===== config.mk =====
export PLATFORM = sky130hd
export DESIGN_NAME = prbs_generator
export DESIGN_NICKNAME = d
export VERILOG_FILES = /design/src/rtl/prbs_generator.sv
export SDC_FILE = /design/constraint.sdc
export NUM_CORES = 1
export LEC_CHECK = 0
export BUFFER_PORTS_ARGS = -buffer_cell sky130_fd_sc_hd__buf_2
export CAP_MARGIN = 20
export CORE_MARGIN = 8
export CORE_UTILIZATION = 30
export CTS_BUF_LIST = sky130_fd_sc_hd__clkbuf_8
export CTS_CLUSTER_DIAMETER = 50
export DETAILED_ROUTE_END_ITERATION = 6
export PLACE_DENSITY_LB_ADDON = 0.2
export SKIP_CTS_REPAIR_TIMING = 1
export SYNTH_ARGS = -nofsm -noshare
export SYNTH_HDL_FRONTEND = slang
export SYNTH_SLANG_ARGS = --single-unit

===== constraint.sdc =====
create_clock -name clk -period 3.1 [get_ports clk]
set_clock_uncertainty 0.05 [all_clocks]
set_input_delay 0.62 -clock clk [delete_from_list [all_inputs] [get_ports clk]]
set_output_delay 0.62 -clock clk [all_outputs]
set_load 0.02 [all_outputs]

===== src/rtl/prbs_generator.sv =====
// prbs_generator: byte-parallel PRBS31 (x^31+x^28+1) source with single and periodic bit-error injection.
module prbs_generator #(
  parameter logic [30:0] SEED  = 31'h597957A0,
  parameter int          CNT_W = 32
) (
  input  logic             clk,
  input  logic             reset_n,
  input  logic             start,
  input  logic             stop,
  input  logic             en,
  input  logic             inj_single,
  input  logic [2:0]       inj_bit,
  input  logic [15:0]      inj_period,
  output logic [7:0]       prbs,
  output logic             valid,
  output logic             busy,
  output logic [15:0]      err_inj_cnt,
  output logic [CNT_W-1:0] byte_cnt
);
  localparam logic [30:0] SEED_EFF = (SEED == 31'd0) ? 31'd1 : SEED;
  typedef enum logic {IDLE, RUN} state_t;
  state_t           state_q, state_d;
  logic [30:0]      d_q, d_d;
  logic [7:0]       prbs_q, prbs_d, n, mask;
  logic             valid_q, valid_d, pend_q, pend_d, phit, hit;
  logic [15:0]      pcnt_q, pcnt_d, err_q, err_d;
  logic [CNT_W-1:0] cnt_q, cnt_d;
  always_ff @(posedge clk or negedge reset_n) begin
    if (!reset_n) begin
      state_q <= IDLE;
      d_q     <= SEED_EFF;
      prbs_q  <= 8'h00;
      valid_q <= 1'b0;
      pend_q  <= 1'b0;
      pcnt_q  <= 16'd0;
      err_q   <= 16'd0;
      cnt_q   <= '0;
    end else begin
      state_q <= state_d;
      d_q     <= d_d;
      prbs_q  <= prbs_d;
      valid_q <= valid_d;
      pend_q  <= pend_d;
      pcnt_q  <= pcnt_d;
      err_q   <= err_d;
      cnt_q   <= cnt_d;
    end
  end
  always_comb begin
    // eight serial steps of the LFSR collapse to one XOR of two 8-bit windows
    n       = d_q[30:23] ^ d_q[27:20];
    phit    = (inj_period != 16'd0) && (pcnt_q >= inj_period - 16'd1);
    hit     = pend_q | phit;
    mask    = hit ? (8'h01 << inj_bit) : 8'h00;
    state_d = state_q;
    d_d     = d_q;
    prbs_d  = prbs_q;
    valid_d = 1'b0;
    pend_d  = pend_q;
    pcnt_d  = pcnt_q;
    err_d   = err_q;
    cnt_d   = cnt_q;
    if (state_q == IDLE) begin
      if (start && !stop) begin
        state_d = RUN;
        pend_d  = 1'b0;
        pcnt_d  = 16'd0;
        err_d   = 16'd0;
        cnt_d   = '0;
      end
    end else if (stop) begin
      state_d = IDLE;
      d_d     = SEED_EFF;
      prbs_d  = 8'h00;
    end else begin
      pend_d = en ? (!pend_q && inj_single) : (pend_q || inj_single);
      if (en) begin
        d_d     = {d_q[22:0], n};
        prbs_d  = n ^ mask;
        valid_d = 1'b1;
        cnt_d   = cnt_q + CNT_W'(1);
        pcnt_d  = phit ? 16'd0 : pcnt_q + 16'd1;
        err_d   = (hit && err_q != 16'hFFFF) ? err_q + 16'd1 : err_q;
      end
    end
  end
  assign prbs        = prbs_q;
  assign valid       = valid_q;
  assign busy        = (state_q == RUN);
  assign err_inj_cnt = err_q;
  assign byte_cnt    = cnt_q;
endmodule


==> out/qor.txt, run 1 <==
CTS Root Cell = clkbuf_8
peak fanout along the critical path = 6
post-synthesis sequential area ratio = 0.459
vias per cell = 5.09
largest net degree at the start of global routing = 85
minimum clock period = 3.11 ns
mapped cell area = 5820 µm²
max-cap violation count = 0
Slew Viols, Final = 0
initial antenna violation count = 0
mux contribution to synthesized area = 0.00172
DP Wirelength = 11200 µm
CTS Buffer Depth = 2
Final WS setup = -0.0128 ns
total track usage = 0.131
critical path, cell by cell = buf_8, nor4_4, nor2b_2, xnor2_1, ha_1, nand2_1, or3_4, o221ai_4, a21oi_4, or2_4, or3_1, o311ai_2
via count = 5077
WL met1 = 7350 µm
first-pass GRT wire length = 25800 µm
CP peak stage delay = 0.37 ns
Simple-Gate Fraction of Synth Area = 0.216
Post-Syn Instances = 615
main flop type after synthesis = dfrtp_1
Setup WS pre-CTS = -0.427 ns
num ports = 83
area growth from synthesis to layout = 29.4%
Nets = 773
CTS sink cnt = 106
flops & latches, synth = 106
CP required = 3.34 ns
Syn. warnings = 0
TNS Setup = -0.0227 ns
Arrival @ worst endpoint = 3.36 ns
Worst Hold Slack = 0.0720 ns
top layer in use = met4
worst skew pair latency = 0.39 ns
Antenna Cells = 0
DR iter-0 viols = 256
H-tree levels = 3
Rel. slew slack = 0.645
failing checks = setup timing
routed wire length = 16100 µm
crit path launch type = input port
worst hold-check path type = input port to async pin
routed wl met3 = 530 µm
post-synth top area cell = dfrtp_1
Initial Utilization = 0.302
layout cells sized above 1 = 0.306
Yosys cell types = 52
FMAX = 321 MHz
floorplan row count = 51
status = complete, but fails checks
Worst Max-Slew Pin Slew = 0.529 ns
Worst path slowest cell = or3_4
largest family of logic cells by synthesized area = simple AND/OR/NAND/NOR gates
Post-synth EDFFs = 0
asr flop ratio synth = 1.00
final worst path period share = 1.00
most numerous cell in the Yosys netlist = dfrtp_1
TritonCTS clock tree = yes
CORE AREA = 19300 µm²
routability congestion estimate = 0.817
Worst Setup End Kind = flop
vias in the first global route = 5196
syn nets = 661
WL/cell = 16.1 µm
syn avg cell area = 9.46 µm²
synth top area cells = dfrtp_1, dfstp_2, xnor2_1
CTS buffer count = 9
RSZ-0062 raised after global routing = true
synth cell count leaders = dfrtp_1, nand2_1, nor2_1, o21ai_0, xnor2_1
total grt overflow = 0
adder-cell share of the synthesized area = 0.0451
routed length on met2 = 7890 µm
Hold Fails Final Rpt = 0
DRC violations left = 0
Die Y = 155 µm
DIE WIDTH = 155 µm
area fraction of the dominant cell type after synthesis = 0.387
Antenna Nets Post-Route = 0
die area = 24100 µm²
Pleak = 3.35 nW
maximum VDD drop = 0.165 mV
port bufs = 82
final setup violating endpoints = 2
1st-pass router iterations = 4
clock-pin slew on the worst setup and hold paths = 0.11 ns
Synth Area in Compound Gates = 0.165
Power Density = 410 nW/µm²
critical path class = input port to flop
post-synthesis xor/xnor area fraction = 0.0828
==> worst max-delay path: cells and delay by family <==
kind | cells | cell delay, ns
simple gates | 6 | 1.62
xor+xnor | 1 | 0.08
buf+inv | 1 | 0.10
compound gates | 3 | 0.62
fa+ha+maj | 1 | 0.30
==> kinds of logic (layout without fill, tap and decap cells) <==
kind of cell | after synthesis | after routing
adder cells (fa/ha/maj) | 21 | 21
buffers and inverters | 42 | 158
AND/OR/NAND/NOR | 255 | 256
multiplexers | 1 | 1
XOR/XNOR | 55 | 55
flip-flops | 106 | 106
AO/OA/AOI/OAI | 135 | 135
==> layout by cell type (no fill, tap or decap), drive strengths merged, types with 3 or more instances in the layout <==
master    n
buf     126
dfrtp    90
nand2    67
nor2     64
o21ai    34
xnor2    32
nand3    26
xor2     23
ha       21
o22a     19
dfstp    16
or3      15
inv      15
a21oi    15
nor3     14
and3     13
nand4    13
clkbuf   13
a22o     11
o211ai   10
nor4     10
a21o      9
nand2b    8
nor3b     7
o311ai    7
a31oi     7
nor2b     6
a221o     5
or2       5
or4       4
a41oi     3
clkinv    3
==> where the power goes <==
part           total (mW)  internal, mW  switching, mW
logic               0.575         0.245          0.330
registers            1.58          1.49         0.0893
clock network       0.931         0.423          0.508
total                3.08          2.16          0.927
==> sequential cells by signal, summed over array words and instances, names as in the netlist <==
name,flops
busy,1
byte_cnt,32
d_q,31
err_inj_cnt,16
pcnt_q,16
pend_q,1
prbs,8
valid,1
==> metal layers <==
layer	GRT usage	vias up
li1	-	2431
met1	0.162	2532
met2	0.225	91
met3	0.0211	23
met4	0.0527	0
met5	0	-
==> path summary, 6_finish.rpt <==
path                                        to          start  slack, ns  depth (start not counted)
worst max-delay path            err_inj_cnt[7]  inj_period[2]      -0.01                         12
worst max register to register      pcnt_q[14]      pcnt_q[2]       0.28                          9
worst min register to register         prbs[1]        prbs[1]       0.44                          2
worst min-delay path                   prbs[4]        reset_n       0.07                          1
max in group asynchronous               d_q[9]        reset_n       2.11                          2
min in group clk                       prbs[1]        prbs[1]       0.44                          2
==> per-stage QoR <==
stage                     power (mW)  cell area (µm²)  instances   util
final                           3.08             7530        997  0.391
after detailed placement        2.12             6870        971  0.356
after floorplan                 1.90             5960        615      -
after CTS                       3.06             7080        987  0.367
after global placement          2.10             6870        971  0.356
after global routing            3.25             7530        997  0.391
==> cell type report <==
type	count	area, µm²
inverter	14	52.6
tap	265	332
sequential	106	2670
fill	1938	11700
timing repair buffer	128	890
multi-input combinational	468	3370
clock inverter	5	61.3
clock buffer	11	151
(Power assumes the default switching activity.)
==> inputs of run 2 (changes only) <==
GPL_TIMING_DRIVEN = 0   (was not set)
REMOVE_ABC_BUFFERS = 1   (was not set)
==> out/qor.txt, run 2 (synthesized netlist as in run 1, its figures left out) <==
status = complete, but fails checks
failing checks = setup timing
1st-pass router iterations = 4 (unchanged)
Cells after DPL = 939 (-3.3%)
reg2reg setup slack = 0.21 ns (-0.07 ns)
Hold Fails Final Rpt = 0 (unchanged)
DIE WIDTH = 155 µm (unchanged)
Worst Setup End Kind = flop
largest net degree at the start of global routing = 71 (-16%)
final setup violating endpoints = 9 (+7)
floorplan row count = 51 (unchanged)
Antenna Nets Post-Route = 0 (unchanged)
CTS Buffer Depth = 2 (unchanged)
num ports = 83 (unchanged)
port bufs = 82 (unchanged)
crit path launch type = input port
r2r startpoint = pcnt_q[2]
FF-to-FF End = pcnt_q[14]
Core Util, Final = 0.374 (-0.0168)
Antenna Cells = 0 (unchanged)
peak fanout along the critical path = 4 (-2)
total track usage = 0.127 (-0.00466)
worst hold-check path type = input port to async pin
H-tree levels = 3 (unchanged)
total grt overflow = 0 (unchanged)
maximum VDD drop = 0.186 mV (+13%)
R2R depth = 9 (unchanged)
Critical Path Start = inj_period[0]
FF+latch area = 2670 µm² (about the same)
Pleak = 3.17 nW (-5.3%)
worst skew pair latency = 0.39 ns (about the same)
Die Y = 155 µm (unchanged)
layout cells sized above 1 = 0.266 (-0.0397)
max-cap violation count = 0 (unchanged)
Largest register FFs = 32 (unchanged)
via count = 4929 (-2.9%)
area growth from synthesis to layout = 23.9%
Initial Utilization = 0.302 (unchanged)
Power Density = 421 nW/µm² (+2.8%)
area of the multi-input gates = 3290 µm² (-2.3%)
most frequent cells in the layout = dfrtp_1, buf_2, nand2_1
DR iter-0 viols = 367 (+43%)
vias per cell = 5.08 (-0.32%)
initial antenna violation count = 0 (unchanged)
commonest non-fill, non-tap cell in the layout = dfrtp_1
vias in the first global route = 4935 (-5.0%)
Arrival @ worst endpoint = 3.44 ns (+0.08 ns)
CORE AREA = 19300 µm² (unchanged)
CTS Root Cell = clkbuf_8
Setup WS pre-CTS = -1.54 ns (-1.12 ns)
Worst Hold Slack = 0.162 ns (+0.0895 ns)
TritonCTS clock tree = yes
WL/cell = 15.8 µm (-2.1%)
CP required = 3.38 ns (+0.04 ns)
Worst Max-Slew Pin Slew = 0.680 ns (+0.151 ns)
first-pass GRT wire length = 25000 µm (-3.0%)
final worst path period share = 1.02 (+0.0153)
Nets = 747 (-3.4%)
Slew Viols, Final = 0 (unchanged)
FMAX = 316 MHz (-1.5%)
die area = 24100 µm² (unchanged)
routability congestion estimate = 0.721 (-12%)
clock-pin slew on the worst setup and hold paths = 0.12 ns (about the same)
routed wire length = 15300 µm (-4.6%)
minimum clock period = 3.16 ns (+0.0475 ns)
Final WS setup = -0.0603 ns (-0.0475 ns)
final std cells w/o fill = 971 (-2.6%)
CTS buffer count = 9 (unchanged)
critical path class = input port to flop
DP Wirelength = 10400 µm (-7.1%)
RSZ-0062 raised after global routing = true
DRC violations left = 0 (unchanged)
Fill cells = 2003 (+3.4%)
CTS sink cnt = 106 (unchanged)
Rel. slew slack = 0.545 (-0.101)
## run 2: cell count changes in the layout (fill, tap and decap cells not counted), moves of 3 or more
cell,change
a31oi_4,-3
o311ai_0,+3
inv_6,+3
nor2_4,-3
buf_4,-29
o21ai_2,-4
o21ai_0,+11
o21ai_1,-7
## run 2: worst max-delay path, cell delays in order
cell      delay, ns
buf_8          0.10
nor4_4         0.36
nor2b_2        0.22
xnor2_1        0.08
ha_1           0.29
nand2_1        0.05
or3_4          0.36
o221ai_2       0.25
a221o_2        0.29
buf_4          0.15
a21oi_4        0.05
or4_4          0.52
nand3_1        0.09
## run 2: how the worst max path moves through the flow
stage	endpoint
final	err_inj_cnt[15]
after global routing	pcnt_q[14]
after CTS	pcnt_q[5]
after detailed placement	pcnt_q[13]
after global placement	pcnt_q[6]
after floorplan	pcnt_q[11]
## run 2: through the flow
step	TNS, ns	area [µm²]	total power, mW
final	-0.282	7210	3.04
after floorplan	-13.45	5700	1.87
after detailed placement	-46.78	6530	2.08
after CTS	-29.43	6740	3.02
after global routing	-2.59	7210	3.20
after global placement	-70.97	6440	2.05
## run 2: final cells by class
type | instances | share of cell area
clock buffers | 9 | 0.0172
multi-input cells | 470 | 0.457
well taps | 265 | 0.0460
flip-flops and latches | 106 | 0.371
inverters | 14 | 0.00729
clock inverters | 7 | 0.0115
repair buffers | 100 | 0.0902
## run 2: where the power goes
part | total (mW) | switching [mW] | internal [mW]
clock | 0.930 | 0.542 | 0.389
combinational | 0.519 | 0.305 | 0.214
sequential | 1.59 | 0.0965 | 1.49
total | 3.04 | 0.943 | 2.09
## run 2: layer usage
metal,global-route usage,part of all wire
met1,0.161,0.47
met2,0.209,0.48
met3,0.0255,0.035
met4,0.0467,0.017
met5,0,0
